File: src/rtl/pc_fetch_seq_pkg.sv
// ---------------------------------------------------------------------------
// pc_fetch_seq_pkg
//   Shared definitions for the PC fetch sequencer:
//     fetch_state_e : fetch FSM encoding (F_REQ -> F_WAIT -> F_DONE)
//     PC_INC        : byte increment for sequential fetch
//     INSTR_W       : instruction width in bits
// ---------------------------------------------------------------------------
package pc_fetch_seq_pkg;

  typedef enum logic [1:0] {
    F_REQ  = 2'd0,  // request on the bus, waiting for imem_req_ready
    F_WAIT = 2'd1,  // request accepted, waiting for imem_rsp_valid
    F_DONE = 2'd2   // instruction captured, waiting for an advance
  } fetch_state_e;

  localparam int unsigned PC_INC  = 4;
  localparam int unsigned INSTR_W = 32;

endpackage

File: src/rtl/pc_fetch_seq_redirect_buf.sv
// ---------------------------------------------------------------------------
// pc_redirect_buf
//   One-entry holding register for a redirect target that arrived while the
//   PC could not advance. A newer load overwrites the held target; clear
//   (the advance that consumes the target) wins over load.
//
//   Ports:
//     clk, rst_n  : clock, asynchronous active-low reset
//     load        : store load_pc as the pending target
//     clear       : drop the pending target
//     load_pc     : target to store
//     pend_valid  : a pending target is held
//     pend_pc     : the held target
// ---------------------------------------------------------------------------
module pc_redirect_buf
  import pc_fetch_seq_pkg::*;
#(
  parameter int PC_W = 32
) (
  input  logic            clk,
  input  logic            rst_n,
  input  logic            load,
  input  logic            clear,
  input  logic [PC_W-1:0] load_pc,
  output logic            pend_valid,
  output logic [PC_W-1:0] pend_pc
);

  // NOTE: sequential state is written with non-blocking assignments only, so
  // every flop samples its inputs as they were before the clock edge.
  always_ff @(posedge clk or negedge rst_n) begin
    if (!rst_n) begin
      pend_valid <= 1'b0;
      pend_pc    <= '0;
    end else if (clear) begin
      pend_valid <= 1'b0;
    end else if (load) begin
      pend_valid <= 1'b1;
      pend_pc    <= load_pc;
    end
  end

endmodule

File: src/rtl/pc_fetch_seq.sv
// ---------------------------------------------------------------------------
// pc_fetch_seq
//   Program-counter register plus a three-state instruction fetch FSM.
//   The PC moves only when the sequencing phase says "next pc" (choose=0)
//   and the current fetch has completed; each move starts a new fetch.
//   Redirects that cannot be applied immediately wait in pc_redirect_buf.
//
//   Build option:
//     PC_MISALIGN_TRAP_EN : misaligned redirects are dropped and flagged on
//                           the misalign output. Without it the port is
//                           absent and redirect bits [1:0] are forced to 00.
//
//   Ports:
//     clk, rst_n                : clock, asynchronous active-low reset
//     choose                    : 0 = next pc phase, 1 = hold pc
//     redirect_valid/_pc        : branch/jump request and target
//     imem_req_valid/_addr      : fetch request to instruction memory
//     imem_req_ready            : memory accepts the request
//     imem_rsp_valid/_data      : fetch response
//     pc                        : current PC
//     instr, instr_valid        : last fetched instruction, capture pulse
//     stall                     : advance wanted but fetch not finished
//     misalign                  : (option only) misaligned redirect dropped
// ---------------------------------------------------------------------------
module pc_fetch_seq
  import pc_fetch_seq_pkg::*;
#(
  parameter int          PC_W     = 32,
  parameter logic [PC_W-1:0] RESET_PC = '0
) (
  input  logic               clk,
  input  logic               rst_n,
  input  logic               choose,
  input  logic               redirect_valid,
  input  logic [PC_W-1:0]    redirect_pc,
  output logic               imem_req_valid,
  output logic [PC_W-1:0]    imem_req_addr,
  input  logic               imem_req_ready,
  input  logic               imem_rsp_valid,
  input  logic [INSTR_W-1:0] imem_rsp_data,
  output logic [PC_W-1:0]    pc,
  output logic [INSTR_W-1:0] instr,
  output logic               instr_valid,
  output logic               stall
`ifdef PC_MISALIGN_TRAP_EN
 ,output logic               misalign
`endif
);

  fetch_state_e    state, state_next;
  logic            advance;
  logic            redir_ok;
  logic [PC_W-1:0] redir_target;
  logic [PC_W-1:0] pc_next;
  logic            pend_valid;
  logic [PC_W-1:0] pend_pc;

  // ---- redirect qualification --------------------------------------------
`ifdef PC_MISALIGN_TRAP_EN
  assign redir_ok     = redirect_valid && (redirect_pc[1:0] == 2'b00);
  assign redir_target = redirect_pc;

  always_ff @(posedge clk or negedge rst_n) begin
    if (!rst_n) misalign <= 1'b0;
    else        misalign <= redirect_valid && (redirect_pc[1:0] != 2'b00);
  end
`else
  assign redir_ok     = redirect_valid;
  assign redir_target = redirect_pc & ~PC_W'(3);
`endif

  // ---- advance and next PC -----------------------------------------------
  assign advance = !choose && (state == F_DONE);
  assign stall   = !choose && (state != F_DONE);

  // A redirect seen on the advancing edge is newer than anything pending.
  always_comb begin
    // NOTE: every combinational output gets a default first so no path
    // through the block leaves it unassigned (which would infer a latch).
    pc_next = pc + PC_W'(PC_INC);
    if (redir_ok)        pc_next = redir_target;
    else if (pend_valid) pc_next = pend_pc;
  end

  pc_redirect_buf #(
    .PC_W (PC_W)
  ) u_redirect_buf (
    .clk        (clk),
    .rst_n      (rst_n),
    .load       (redir_ok && !advance),
    .clear      (advance),
    .load_pc    (redir_target),
    .pend_valid (pend_valid),
    .pend_pc    (pend_pc)
  );

  // ---- fetch FSM ---------------------------------------------------------
  always_comb begin
    state_next = state;
    unique case (state)
      F_REQ:   if (imem_req_ready) state_next = F_WAIT;
      F_WAIT:  if (imem_rsp_valid) state_next = F_DONE;
      F_DONE:  if (advance)        state_next = F_REQ;
      default:                     state_next = F_REQ;
    endcase
  end

  always_ff @(posedge clk or negedge rst_n) begin
    if (!rst_n) begin
      state       <= F_REQ;
      pc          <= RESET_PC;
      instr       <= '0;
      instr_valid <= 1'b0;
    end else begin
      state       <= state_next;
      instr_valid <= 1'b0;
      if (advance) pc <= pc_next;
      if (state == F_WAIT && imem_rsp_valid) begin
        instr       <= imem_rsp_data;
        instr_valid <= 1'b1;
      end
    end
  end

  // Reset forces F_REQ, so the request is also gated by rst_n to keep the
  // bus quiet until reset is released.
  assign imem_req_valid = (state == F_REQ) && rst_n;
  assign imem_req_addr  = pc;

endmodule
File: config.mk
export PLATFORM = sky130hd
export DESIGN_NAME = pc_fetch_seq
export DESIGN_NICKNAME = d
export VERILOG_FILES = /design/src/rtl/pc_fetch_seq_pkg.sv /design/src/rtl/pc_fetch_seq_redirect_buf.sv /design/src/rtl/pc_fetch_seq.sv
export SDC_FILE = /design/constraint.sdc
export NUM_CORES = 1
export LEC_CHECK = 0
export CAP_MARGIN = 15
export CORE_ASPECT_RATIO = 1.5
export CORE_MARGIN = 2
export CORE_UTILIZATION = 52
export CTS_BUF_LIST = sky130_fd_sc_hd__clkbuf_8
export CTS_CLUSTER_SIZE = 10
export DETAILED_ROUTE_END_ITERATION = 6
export HOLD_SLACK_MARGIN = 0.06
export PLACE_DENSITY = 0.91
export RECOVER_POWER = 25
export SLEW_MARGIN = 20
export SYNTH_ARGS = -nofsm -noshare
export SYNTH_HDL_FRONTEND = slang
export SYNTH_HIERARCHICAL = 1
export SYNTH_SLANG_ARGS = --single-unit
export TNS_END_PERCENT = 1
File: constraint.sdc
create_clock -name clk -period 7.2 [get_ports clk]
set_input_delay 0.72 -clock clk [delete_from_list [all_inputs] [get_ports clk]]
set_output_delay 0.72 -clock clk [all_outputs]
set_load 0.05 [all_outputs]
==> flow_summary.yaml <==
cells_and_area:
  fin_util_pct: 69.6
  multiInputGateArea_mm2: 0.00245
  drive_above_1_share_pct: 8.60
  regArea_mm2: 0.00250
  fillers: 710
  syn2layout_area_growth_pct: 30.0
  n_antenna_cell: 0
  fin_cells: 803
  nets: 752
synthesis:
  netlist_area_mm2: 0.00543
  synth_fa_ha_area_share_pct: 0.230
  synth_top_family_by_area: "simple AND/OR/NAND/NOR gates"
  async_flop_share_pct: 100
  synth.area.top_cells: "dfrtp_1 (46%), nand2_1 (9.0%), mux2_4 (8.3%), buf_4 (4.4%), o21ai_0 (3.2%)"
  seq_area_frac_synth_pct: 46.1
  synthXorXnorAreaFrac_pct: 0
  ys_types: 56
  yosys-mux-area-fraction_pct: 9.66
  syn-instance-count: 567
  synth-edff-count: 0
  syn-mean-instance-area_um2: 9.57
  synth_compound_area_share_pct: 14.5
  synth-seq-cells: 100
  yosys.area.top_type_share_pct: 46.1
  yosys.area_share.simple_pct: 20.6
  ys_dominant_reg_cell: "dfrtp_1"
  ys.warnings.count: 6
  yosys.area.top_type: "dfrtp_1"
sta:
  fin_crit_sh_pct: 54.7
  rsz0062_at_grt: "no"
  drv_slew: 38
  slew_headroom_pct: -23.5
  skew_ns: 0.0118
  period_minus_slack_ns: 3.94
  setup_viol: 0
  worst_pin_slew_ns: 1.85
  max_freq_mhz: 254
  hold_viol: 0
  fin_setup_tns_ns: 0
  holdWs_ns: 0.495
setup_path:
  cp_data_required_time_ns: 6.48
  crit_chain: "clkbuf_1 -> nor3b_1 -> clkdlybuf4s50_1"
  worstPathArrival_ns: 3.22
  crit_type: "input port to output port"
  cp_num_buf_inv: 2
  start_kind: "input port"
  cp_top_family: "buffers and inverters"
  cp-end-kind: "output port"
  cp_max_fo: 37
  slowest_stage: "clkbuf_1"
  critical_path.max_stage_delay_ns: 1.30
clock_tree:
  clock-root-buffer: "clkbuf_8"
  cts_resized: 0
  cts_buffer_depth: 2
  cts_buffers: 9
  clock_latency_ns: 0.37
  clkSlewWorstSetupHoldPaths_ns: 0.11
  cts_tree: "done"
  htreeDepth: 3
  cts_hold_buf: 0
  cts_setup_buffers: 0
  clock-sinks: 100
global_routing:
  grt_usage_pct: 25.8
  grt_pass1_vias: 4775
  grt-ovfl-total: 0
  grt_pass1_wl_um: 23100
  grt_max_degree: 66
  antenna_found_initial: 0
routing:
  drt_iter0_markers: 460
  viasPerCell: 6.01
  num_vias: 4823
  antenna_left: 0
  drt-total-wl_um: 14400
  drc: 0
  wl_per_cell_um: 18.0
  firstDrtPassIters: 5
die:
  rows: 45
  coreArea_mm2: 0.0101
  fp.dieArea_mm2: 0.0113
  die_y_um: 129
  die_x_um: 87.4
  ioPinCount: 169
  start_util_pct: 53.6
power_and_ir_drop:
  leakagePower_nw: 3.07
  p_per_area_mw_per_mm2: 489
  ir_drop_uv: 316
  finalPower_w: 0.00345
placed_design:
  gp_congestion: 0.917
  dp_hpwl_um: 10100
  dp_cells: 787
  io_buffers: 166
flow_run:
  maxCapViolations: 1
run_status:
  status: "finished, violations left"
  violations: "max-capacitance violations, max-slew violations"
worst_hold_path:
  hold_class: "flop to flop"
-- state kept, by name, indices dropped and copies added, names as in the netlist --
signal and count:
imem_req_addr 32, instr 32, u_redirect_buf/pend_pc 32, state 2, instr_valid 1, u_redirect_buf/pend_valid 1
-- synth_stat cells (all sizes together), types with 3 or more instances --
cell type,number
nor3,14
a311o,3
and3,5
a41oi,5
inv,11
and2,3
nand4,11
a211oi,3
nor2,20
o2bb2ai,3
clkbuf,28
mux2,33
o21ai,35
buf,41
nand2,130
a22o,13
nand3,10
nand3b,5
nor4,13
mux2i,4
and4,5
a21o,3
or3,6
a211o,3
a31oi,4
a22oi,15
nor2b,6
dfrtp,100
a21oi,10
-- kinds of logic (layout without fill, tap and decap cells) --
| logic type | count (synthesis) | in the layout |
|---|---|---|
| simple gates | 236 | 236 |
| compound gates | 112 | 112 |
| flops | 100 | 100 |
| buf+inv | 80 | 198 |
| mux | 37 | 37 |
| fa+ha+maj | 1 | 1 |
| other cells | 1 | 2 |
-- stage by stage --
step,instance area (um2),setup WS [ns]
6_report,7060,3.26
4_1_cts,7060,3.38
3_3_place_gp,6840,3.10
3_5_place_dp,6840,2.98
2_1_floorplan,5430,4.61
5_1_grt,7060,2.80
-- where the power goes --
| part | total (W) | internal (W) | leakage, nW | switching, W |
|---|---|---|---|---|
| Clock | 0.000411 | 0.000201 | 0.115 | 0.000210 |
| Sequential | 0.00105 | 0.000777 | 1.21 | 0.000270 |
| Combinational | 0.00200 | 0.000680 | 1.75 | 0.00132 |
| Total | 0.00345 | 0.00166 | 3.07 | 0.00180 |
-- worst reg2reg max path: stages (launching register included) --
cell and delay (ns):
dfrtp_1 0.43, or3b_2 0.82, inv_1 0.77, nor2b_4 0.55
buf_4 0.48, mux2_4 0.36
-- worst paths after layout --
path | start | to | slack (ns) | depth (start not counted)
setup / recovery | rst_n | imem_req_valid | 3.26 | 3
hold / removal | instr[24] | instr[24] | 0.49 | 2
setup reg to reg | state[1] | u_redirect_buf/pend_pc[12] | 3.69 | 5
hold reg to reg | instr[24] | instr[24] | 0.49 | 2
max in group asynchronous | rst_n | imem_req_addr[24] | 4.67 | 2
min in group asynchronous | rst_n | instr[2] | 0.84 | 1
-- per-layer routing --
metal	global-route usage (%)	routed length (um)	part of all wire, %	up-vias
li1	-	-	-	2204
met3	6.88	1210	8.4	46
met1	31.1	5460	38	2311
met5	0	0	0	-
met2	43.5	7290	51	262
met4	10.1	463	3.2	0
-- cell type report --
type | count | area share [%]
sequential | 100 | 35.5
multi-input combinational | 388 | 34.7
timing repair buffer | 171 | 23.9
tap | 117 | 2.07
clock buffer | 9 | 1.76
clock inverter | 7 | 1.47
inverter | 11 | 0.585
-- cells in the final DEF, fill, tap and decap left out, drive strengths merged, types with 3 or more instances in the layout --
cell type	synthesis	layout
and2	3	3
a41oi	5	5
a311o	3	3
nor2b	6	6
a21oi	10	10
a211o	3	3
nor4	13	13
dfrtp	100	100
nor2	20	20
nor3	14	14
nand3b	5	5
a31oi	4	4
o2bb2ai	3	3
buf	41	4
clkdlybuf4s50	0	164
a22o	13	13
inv	11	14
a211oi	3	3
or3	6	6
o21ai	35	35
mux2i	4	4
a21o	3	3
nand3	10	10
nand2	130	130
and4	5	5
nand4	11	11
mux2	33	33
a22oi	15	15
and3	5	5
clkbuf	28	11
No activity file was read; power rests on OpenSTA's default activity.
